`src/rtl/dshot_command_controller_if.sv`:
```
// Decoded-frame bus from the DShot input/processing stage to the command controller.
interface dshot_command_controller_if;
  logic        frame_strobe;
  logic [10:0] set_speed;
  logic [5:0]  special_command;
  logic        is_special_command;
  logic        crc_valid;
  logic        telemetry_bit;

  modport master (
    output frame_strobe, set_speed, special_command,
           is_special_command, crc_valid, telemetry_bit
  );

  modport slave (
    input  frame_strobe, set_speed, special_command,
           is_special_command, crc_valid, telemetry_bit
  );
endinterface

```
`src/rtl/dshot_command_controller.sv`:
```
// DShot command controller: arming, throttle hand-off, failsafe timeout and special commands.
// Optional bad-CRC frame counter enabled by defining DSHOT_CRC_ERR_COUNT_EN.
module dshot_command_controller #(
  parameter int unsigned CLK_HZ         = 16000000,
  parameter int unsigned TIMEOUT_CYCLES = 1600000,
  parameter int unsigned ARM_FRAMES     = 10,
  parameter int unsigned CMD_REPEAT     = 6
) (
  input  logic                       clk,
  input  logic                       reset_n,
  dshot_command_controller_if.slave  frame_if,
  output logic [10:0]                throttle,
  output logic                       throttle_valid,
  output logic                       armed,
  output logic                       failsafe,
  output logic                       direction,
  output logic [5:0]                 cmd_out,
  output logic                       cmd_strobe,
  output logic                       telemetry_req,
  output logic [7:0]                 crc_err_count
);

  localparam int unsigned AW = $clog2(ARM_FRAMES + 1);
  localparam int unsigned TW = $clog2(TIMEOUT_CYCLES + 1);
  localparam int unsigned RW = $clog2(CMD_REPEAT + 1);
  localparam logic [AW-1:0] ARM_LAST = AW'(ARM_FRAMES - 1);
  localparam logic [TW-1:0] TO_LAST  = TW'(TIMEOUT_CYCLES - 1);
  localparam logic [RW-1:0] REP_MAX  = RW'(CMD_REPEAT);

  if (CLK_HZ == 0 || TIMEOUT_CYCLES < 1 || ARM_FRAMES < 1 || CMD_REPEAT < 1) begin : g_param_check
    $error("dshot_command_controller: invalid parameter value");
  end

  typedef enum logic [1:0] {
    DISARMED = 2'd0,
    ARMED    = 2'd1,
    FAILSAFE = 2'd2
  } state_e;

  state_e        state_q;
  logic [10:0]   throttle_q;
  logic          throttle_valid_q;
  logic          armed_q;
  logic          failsafe_q;
  logic          direction_q;
  logic [5:0]    cmd_out_q;
  logic          cmd_strobe_q;
  logic          telemetry_req_q;
  logic [AW-1:0] arm_cnt_q;
  logic [TW-1:0] timer_q;
  logic [RW-1:0] rep_cnt_q, rep_cnt_d;
  logic [5:0]    last_cmd_q;
  logic          last_is_cmd_q;

  logic good, is_cmd, cmd0, same_cmd, eligible, rep_hit, fire;

  always_comb begin
    good     = frame_if.frame_strobe && frame_if.crc_valid;
    is_cmd   = frame_if.is_special_command;
    cmd0     = is_cmd && (frame_if.special_command == 6'd0);
    same_cmd = is_cmd && last_is_cmd_q && (frame_if.special_command == last_cmd_q);
    rep_cnt_d = '0;
    if (is_cmd) begin
      if (!same_cmd)                rep_cnt_d = RW'(1);
      else if (rep_cnt_q != REP_MAX) rep_cnt_d = rep_cnt_q + RW'(1);
      else                          rep_cnt_d = rep_cnt_q;
    end
    // A count already saturated means this run of repeats has fired once.
    rep_hit  = (rep_cnt_d == REP_MAX) && !(same_cmd && (rep_cnt_q == REP_MAX));
    eligible = (state_q == DISARMED) || ((state_q == ARMED) && (throttle_q == '0));
    fire     = 1'b0;
    if (good && is_cmd && eligible) begin
      if (frame_if.special_command >= 6'd1 && frame_if.special_command <= 6'd5)
        fire = 1'b1;
      else if (frame_if.special_command >= 6'd7 && frame_if.special_command <= 6'd21)
        fire = rep_hit;
    end
  end

  always_ff @(posedge clk or negedge reset_n) begin
    if (!reset_n) begin
      state_q          <= DISARMED;
      throttle_q       <= '0;
      throttle_valid_q <= 1'b0;
      armed_q          <= 1'b0;
      failsafe_q       <= 1'b0;
      direction_q      <= 1'b0;
      cmd_out_q        <= '0;
      cmd_strobe_q     <= 1'b0;
      telemetry_req_q  <= 1'b0;
      arm_cnt_q        <= '0;
      timer_q          <= '0;
      rep_cnt_q        <= '0;
      last_cmd_q       <= '0;
      last_is_cmd_q    <= 1'b0;
    end else begin
      cmd_strobe_q    <= fire;
      telemetry_req_q <= good && frame_if.telemetry_bit;

      if (good) begin
        rep_cnt_q     <= rep_cnt_d;
        last_cmd_q    <= frame_if.special_command;
        last_is_cmd_q <= is_cmd;
      end

      if (fire) begin
        cmd_out_q <= frame_if.special_command;
        case (frame_if.special_command)
          6'd7, 6'd20: direction_q <= 1'b0;
          6'd8, 6'd21: direction_q <= 1'b1;
          default:     direction_q <= direction_q;
        endcase
      end

      case (state_q)
        DISARMED: begin
          throttle_q <= '0;
          if (good) begin
            if (!cmd0) begin
              arm_cnt_q <= '0;
            end else if (arm_cnt_q == ARM_LAST) begin
              state_q          <= ARMED;
              armed_q          <= 1'b1;
              throttle_valid_q <= 1'b1;
              arm_cnt_q        <= '0;
              timer_q          <= '0;
            end else begin
              arm_cnt_q <= arm_cnt_q + AW'(1);
            end
          end
        end
        ARMED: begin
          // A good frame landing on the expiry cycle reloads the timer and keeps ARMED.
          if (good) begin
            timer_q    <= '0;
            throttle_q <= is_cmd ? 11'd0 : frame_if.set_speed;
          end else if (timer_q == TO_LAST) begin
            state_q          <= FAILSAFE;
            armed_q          <= 1'b0;
            failsafe_q       <= 1'b1;
            throttle_valid_q <= 1'b0;
            throttle_q       <= '0;
            timer_q          <= '0;
          end else begin
            timer_q <= timer_q + TW'(1);
          end
        end
        FAILSAFE: begin
          throttle_q <= '0;
          if (good && cmd0) begin
            state_q    <= DISARMED;
            failsafe_q <= 1'b0;
            arm_cnt_q  <= AW'(1);
          end
        end
        default: begin
          state_q          <= DISARMED;
          armed_q          <= 1'b0;
          failsafe_q       <= 1'b0;
          throttle_valid_q <= 1'b0;
          throttle_q       <= '0;
        end
      endcase
    end
  end

`ifdef DSHOT_CRC_ERR_COUNT_EN
  logic [7:0] crc_err_q;

  always_ff @(posedge clk or negedge reset_n) begin
    if (!reset_n)
      crc_err_q <= '0;
    else if (frame_if.frame_strobe && !frame_if.crc_valid && crc_err_q != 8'hFF)
      crc_err_q <= crc_err_q + 8'd1;
  end

  assign crc_err_count = crc_err_q;
`else
  assign crc_err_count = '0;
`endif

  assign throttle       = throttle_q;
  assign throttle_valid = throttle_valid_q;
  assign armed          = armed_q;
  assign failsafe       = failsafe_q;
  assign direction      = direction_q;
  assign cmd_out        = cmd_out_q;
  assign cmd_strobe     = cmd_strobe_q;
  assign telemetry_req  = telemetry_req_q;

endmodule

```
`src/flat_wrapper.sv`:
```
// flat-port wrapper written by rule: the top's interface ports become plain ports
module dshot_command_controller_flat 
#(
  parameter int unsigned CLK_HZ         = 16000000,
  parameter int unsigned TIMEOUT_CYCLES = 1600000,
  parameter int unsigned ARM_FRAMES     = 10,
  parameter int unsigned CMD_REPEAT     = 6
)
  (clk, reset_n, throttle, throttle_valid, armed, failsafe, direction, cmd_out, cmd_strobe, telemetry_req, crc_err_count, frame_if_frame_strobe, frame_if_set_speed, frame_if_special_command, frame_if_is_special_command, frame_if_crc_valid, frame_if_telemetry_bit);
  dshot_command_controller_if frame_if_i ();
  input  logic clk;
  input  logic reset_n;
  output logic [10:0] throttle;
  output logic throttle_valid;
  output logic armed;
  output logic failsafe;
  output logic direction;
  output logic [5:0] cmd_out;
  output logic cmd_strobe;
  output logic telemetry_req;
  output logic [7:0] crc_err_count;
  input wire logic [$bits(frame_if_i.frame_strobe)-1:0] frame_if_frame_strobe;
  input wire logic [$bits(frame_if_i.set_speed)-1:0] frame_if_set_speed;
  input wire logic [$bits(frame_if_i.special_command)-1:0] frame_if_special_command;
  input wire logic [$bits(frame_if_i.is_special_command)-1:0] frame_if_is_special_command;
  input wire logic [$bits(frame_if_i.crc_valid)-1:0] frame_if_crc_valid;
  input wire logic [$bits(frame_if_i.telemetry_bit)-1:0] frame_if_telemetry_bit;
  assign frame_if_i.frame_strobe = frame_if_frame_strobe;
  assign frame_if_i.set_speed = frame_if_set_speed;
  assign frame_if_i.special_command = frame_if_special_command;
  assign frame_if_i.is_special_command = frame_if_is_special_command;
  assign frame_if_i.crc_valid = frame_if_crc_valid;
  assign frame_if_i.telemetry_bit = frame_if_telemetry_bit;
  dshot_command_controller #(.CLK_HZ(CLK_HZ), .TIMEOUT_CYCLES(TIMEOUT_CYCLES), .ARM_FRAMES(ARM_FRAMES), .CMD_REPEAT(CMD_REPEAT)) u_core (.clk(clk), .reset_n(reset_n), .frame_if(frame_if_i), .throttle(throttle), .throttle_valid(throttle_valid), .armed(armed), .failsafe(failsafe), .direction(direction), .cmd_out(cmd_out), .cmd_strobe(cmd_strobe), .telemetry_req(telemetry_req), .crc_err_count(crc_err_count));
endmodule
```
`config.mk`:
```
export PLATFORM = sky130hd
export DESIGN_NAME = dshot_command_controller_flat
export DESIGN_NICKNAME = d
export VERILOG_FILES = /design/src/rtl/dshot_command_controller_if.sv /design/src/rtl/dshot_command_controller.sv /design/src/flat_wrapper.sv
export SDC_FILE = /design/constraint.sdc
export NUM_CORES = 1
export LEC_CHECK = 0
export CORE_UTILIZATION = 48
export DETAILED_ROUTE_END_ITERATION = 6
export PLACE_DENSITY = 0.75
export SYNTH_ARGS = -nofsm -noshare
export SYNTH_HDL_FRONTEND = slang
export SYNTH_SLANG_ARGS = --single-unit
export TNS_END_PERCENT = 10
```
`constraint.sdc`:
```
create_clock -name clk -period 2.2 [get_ports clk]
set_clock_uncertainty 0.05 [all_clocks]
set_input_delay 0.33 -clock clk [delete_from_list [all_inputs] [get_ports clk]]
set_output_delay 0.33 -clock clk [all_outputs]
set_load 0.03 [all_outputs]
```
# After elaboration in Yosys (flattened, before gate mapping)
# Cells that the tools add are included.
[op_classes] multipliers=0 mux=39 div=0 bitwise_logic=2 n_eq_ne=19 reduce_logical=29 shift=0 magnitude_cmp=4 add_sub_neg=3
[ops] op="$mux 21" n=5
[ops] op="$mux 11" n=4
[ops] op="$pmux 21 s2" n=1
[ops] op="$add 21x1->21 const B" n=1
[ops] op="$eq 21x21->1 const B" n=1
[ops] op="$mux 4" n=4
[ops] op="$logic_and 1x1->1" n=13
[ops] op="$eq 6x5->1 const B" n=2
[ops] op="$mux 2" n=6
[ops] op="$reduce_and 6->1" n=2
[ops] op="$logic_not 11->1" n=1
[ops] op="$mux 1" n=11
[ops] op="$mux 3" n=3
[ops] op="$pmux 4 s2" n=1
[ops] op="$reduce_and 4->1" n=2
[ops] op="$eq 3x3->1 const B" n=2
[ops] op="$eq 6x3->1 const B" n=1
[ops] op="$eq 6x4->1 const B" n=1
[ops] op="$eq 6x6->1" n=1
[ops] op="$ge 6x1->1 const B" n=1
[ops] op="$ge 6x3->1 const B" n=1
[ops] op="$le 6x3->1 const B" n=1
[ops] op="$le 6x5->1 const B" n=1
[ops] op="$logic_not 6->1" n=1
[ops] op="other kinds (20)" n=29
[word_totals] memories=0 output_inout_bits=31 in_bits=23 word_cells=109 rom_bits=0 ff_bits=59 latchBits=0 ram_bits=0

# Longest topological paths before layout
[depth] word_depth=10 ltp_mapped=8 depth_no_buf=7

# Worst setup path after synthesis
# Ideal clock, no wire load.
[synth_path] path_type="register -> register" startpoint="register u_core.rep_cnt_q[0]" endpoint="register u_core.cmd_out_q[0], in the netlist u_core.cmd_out[0]" path_stages_with_launch=7 required_ns=2.025 arrival_time_ns=2.170 n_path_buf=0 setup_time_ns=0.125 period_less_slack_ns=2.345 path_slack_ns=-0.145 path_cell_list="dfrtp_1 ha_1 or3b_4 a2111oi_4 nand4_2 a21boi_4 mux2_2"
[synth_via] elab_chain_len=9 elab_cells_between_ends=13
[synth_rtl] element="from (decl)" line="dshot_command_controller.sv:51" text="logic [RW-1:0] rep_cnt_q, rep_cnt_d;"
[synth_rtl] element="from (signal assigned)" line="dshot_command_controller.sv:101" text="rep_cnt_q <= rep_cnt_d;"
[synth_rtl] element="$add 3x1->3 / $ne 3x3->1 (equally long branches)" line="dshot_command_controller.sv:65" text="else if (rep_cnt_q != REP_MAX) rep_cnt_d = rep_cnt_q + RW'(1);"
[synth_rtl] element="$mux 3" line="dshot_command_controller.sv:65"
[synth_rtl] element="$mux 3" line="dshot_command_controller.sv:64" text="if (!same_cmd) rep_cnt_d = RW'(1);"
[synth_rtl] element="$mux 3" line="dshot_command_controller.sv:63" text="if (is_cmd) begin"
[synth_rtl] element="$eq 3x3->1" line="dshot_command_controller.sv:69" text="rep_hit = (rep_cnt_d == REP_MAX) && !(same_cmd && (rep_cnt_q == REP_MAX));"
[synth_rtl] element="$logic_and 1x1->1 (*)" line="dshot_command_controller.sv:69"
[synth_rtl] element="$mux 1 (*)" line="dshot_command_controller.sv:75" text="else if (frame_if.special_command >= 6'd7 && frame_if.special_command <= 6'd21)"
[synth_rtl] element="$mux 1 (*)" line="dshot_command_controller.sv:73" text="if (frame_if.special_command >= 6'd1 && frame_if.special_command <= 6'd5)"
[synth_rtl] element="$mux 1 (*)" line="dshot_command_controller.sv:72" text="if (good && is_cmd && eligible) begin"
[synth_rtl] element="via u_core.fire" line="dshot_command_controller.sv:55" text="logic good, is_cmd, cmd0, same_cmd, eligible, rep_hit, fire;"
[synth_rtl] element="to (signal assigned)" line="dshot_command_controller.sv:107" text="cmd_out_q <= frame_if.special_command;"
[synth_rtl] element="to (decl)" line="dshot_command_controller.sv:46" text="logic [5:0] cmd_out_q;"
# Mark *: on every way through the listed nets, which the timed path passes. The rest lies on a longest branch.
# A chain may end at the register's enable or synchronous reset.

# Worst setup path in the final report
[layout_path] startpoint="register u_core.rep_cnt_q[0]" endpoint="register u_core.cmd_out_q[2], in the netlist u_core.cmd_out[2]"
# The elaborated chain is that of the path after synthesis.

==> metrics.md <==
| Metric | Value |
|---|---|
| Failing checks | `design-rule violations, negative setup slack` |
| Diodes inserted | `0` |
| Post-synthesis mux area share | `2.65%` |
| Die height | `83.8 um` |
| Gate Count Post-Synth | `333` |
| Largest family of logic cells by synthesized area | `simple AND/OR/NAND/NOR gates` |
| Top cell type's share of synthesized area | `46.0%` |
| Status | `finished with violations` |
| Post-DRT Antenna Nets | `0` |
| PortBufs | `45` |
| Avg Inst Size Synth | `9.65 sq um` |
| Commonest non-fill, non-tap cells in the layout | `dfrtp_1, nand2_1, clkdlybuf4s50_1` |
| Iteration-0 DRC Markers | `156` |
| DP HPWL | `5.29 mm` |
| Vias in the first global route | `2,779` |
| Worst setup path class | `flop to flop` |
| Critical path's slowest cell | `dfrtp_1` |
| Grt total ovfl | `0` |
| Synth Area in Adders | `1.95%` |
| H-tree depth | `3` |
| Cell taking the most area after synthesis | `dfrtp_1` |
| Unrepaired setup endpoints after global routing | `true` |
| Share of layout cells above drive strength 1 | `19.7%` |
| Period minus WS final | `2.30 ns` |
| Cell leakage power | `0.00185 uW` |
| Worst setup EP type | `flop` |
| Xor/xnor share of the synthesized area | `1.64%` |
| TritonCTS buffer count | `9` |
| Finished Layout Cells | `499` |
| Top Ports | `54` |
| Die Wd | `83.8 um` |
| Placement Rows | `29` |
| Post-Route WL | `7.34 mm` |
| CP Data Required Time | `2.37 ns` |
| Synth warn | `0` |
| Most common cell after layout, fill and taps aside | `dfrtp_1` |
| Worst hold path class | `flop to flop` |
| Fin. max-slew vios | `0` |
| Clk pin slew, worst setup/hold paths | `0.07 ns` |
| CTS root buffer | `clkbuf_8` |
| TritonCTS clock tree | `done` |
| Top cells by area, synth | `dfrtp_1, nand2_1, nand3_1` |
| Wire per inst | `14.7 um` |
| Largest net degree at the start of global routing | `60` |
| Post-synth EDFFs | `0` |
| Sequential area share after synthesis | `46.0%` |
| Worst-path cell chain | `ha_2 -> or3b_4 -> a2111oi_4 -> nand4_2 -> a21boi_4 -> mux2_4` |
| Comb pwr share | `13.7%` |
| Int Pwr | `1840 uW` |
| Layout area overhead | `32.2%` |
| Worst-case clock buffer depth | `2` |
| Synth Area in Simple Gates | `22.6%` |
| Total track usage | `22.7%` |
| Routability congestion estimate | `0.832` |
| Delay-heaviest family, CP | `compound AO/OA/AOI/OAI gates` |
| Worst hold slack | `0.456 ns` |
| Fmax | `435 MHz` |
| Maximum vdd drop | `308 uV` |
| Antenna violations before repair | `0` |
| Via count | `2,824` |
| Sw Ratio | `25.6%` |
| Cell Count Post-Placement | `481` |
| Post-synth cell types | `59` |
| Worst slack at placement | `-0.0972 ns` |
| # setup viols final | `4` |
| Syn Std Cell Area | `0.00321 sq mm` |
| Synth Area in Compound Gates | `18.9%` |
| Vias per std cell | `5.66` |
| Switching Power | `631 uW` |
| Sink Count | `59` |
| Die area | `0.00702 sq mm` |
| Crit Path Max Fanout | `4` |
| Count of state elements after synthesis | `59` |
| Max Cap Violations | `0` |
| First-pass GRT wire length | `12.7 mm` |
| Seq pwr share | `46.8%` |
| Slowest cell delay on critical path | `0.41 ns` |
| Pwr/cell area | `581 mW/mm^2` |
| Worst EP arrival | `2.47 ns` |
| DRC viols | `5` |
| Worst setup SP type | `flop` |
| Synth Flop Type | `dfrtp_1` |
| Post-Route Setup TNS | `-0.373 ns` |
| Core area | `0.00642 sq mm` |
| Period utilization | `105%` |
| Initial Utilization | `50.0%` |
| Async S/R FF share, synth | `100%` |
| Setup ws final | `-0.0996 ns` |
| Final nets | `445` |
| Clock latency on the worst-skew pair | `0.33 ns` |
| Drt pass-1 iters | `7` |
| Buf/Inv on CP | `0` |
| Final Hold Vio Count | `0` |
| Clock Power Share | `39.5%` |
[final cells by class]
type                    instances  area [sq um]
clock buffers                  11           141
clock inverters                 5          52.6
fillers                       511          2180
inverters                      10          37.5
multi-input cells             247          1610
flip-flops and latches         59          1480
well taps                      77          96.3
repair buffers                 90           830
[cells in the mapped netlist, drive strengths merged, types with 2 or more instances]
master	count
dfrtp	59
nand2	48
nand3	21
a21oi	18
a31oi	16
buf	16
nor2	15
a22o	12
inv	10
o21ai	10
clkbuf	8
nand2b	8
nor3	8
nor4	6
and3	5
ha	5
nand4	5
xnor2	5
a41oi	4
and2	4
mux2	4
mux2i	4
nand3b	3
o41ai	3
or3b	3
a211oi	2
a22oi	2
nor2b	2
o211ai	2
o22ai	2
or3	2
or4	2
[metal layers]
layer / vias up / share of wire (%) / track usage (%)
met4: 0 / 1.7 / 9.87
met1: 1356 / 45 / 29.2
li1: 1378 / - / -
met5: - / 0 / 0
met2: 77 / 49 / 37.6
met3: 13 / 3.5 / 4.35
[kinds of logic after synthesis]
family	Yosys count
adder cells (fa/ha/maj)	5
AO/OA/AOI/OAI	83
AND/OR/NAND/NOR	137
XOR/XNOR	6
flip-flops	59
buffers and inverters	34
other	1
multiplexers	8
[worst paths after layout]
kind / slack (ns) / start / cells past startpoint / endpoint
max: -0.1 / u_core.rep_cnt_q[0] / 6 / u_core.cmd_out[2]
min: 0.46 / u_core.timer_q[14] / 1 / u_core.timer_q[14]
max reg2reg: -0.1 / u_core.rep_cnt_q[0] / 6 / u_core.cmd_out[2]
min reg2reg: 0.46 / u_core.timer_q[14] / 1 / u_core.timer_q[14]
max in group asynchronous: 1.32 / reset_n / 3 / u_core.failsafe
min in group asynchronous: 0.47 / reset_n / 3 / u_core.arm_cnt_q[3]
[stage by stage]
stage	util (%)	power [uW]	area, sq um
global placement	62.2	1500	4000
floorplan	-	1350	3250
finish	66.1	2470	4250
detailed placement	62.2	1510	4000
CTS	65.6	2490	4210
global route	66.1	2580	4250
[sequential cells by signal, summed over array words and instances (netlist names), 2 cells and up]
name / cells
u_core.last_cmd_q: 6
u_core.throttle: 11
u_core.rep_cnt_q: 3
u_core.state_q: 2
u_core.cmd_out: 6
u_core.timer_q: 21
u_core.arm_cnt_q: 4
[power by group through the flow]
stage,registers [uW],clock network (uW),logic [uW]
CTS,1150,997,340
detailed placement,1170,0,334
global route,1160,1050,368
finish,1150,974,338
global placement,1170,0,329
floorplan,1210,0,140
[worst register-to-register path: stages (launching register included)]
cell and delay, ns:
dfrtp_1 0.41, ha_2 0.20, or3b_4 0.40, a2111oi_4 0.34, nand4_2 0.19, a21boi_4 0.28
mux2_4 0.32
[what timing repair did]
| item | in CTS | in global routing |
|---|---|---|
| gates resized for setup | 3 | 7 |
| hold buffers | 1 | 0 |
| endpoints found under the setup margin | 6 | 24 |
| endpoints found under the hold margin | 59 | 0 |
| pin swaps | 0 | 9 |
| setup buffers | 0 | 1 |
No activity file was read; power rests on OpenSTA's default activity.
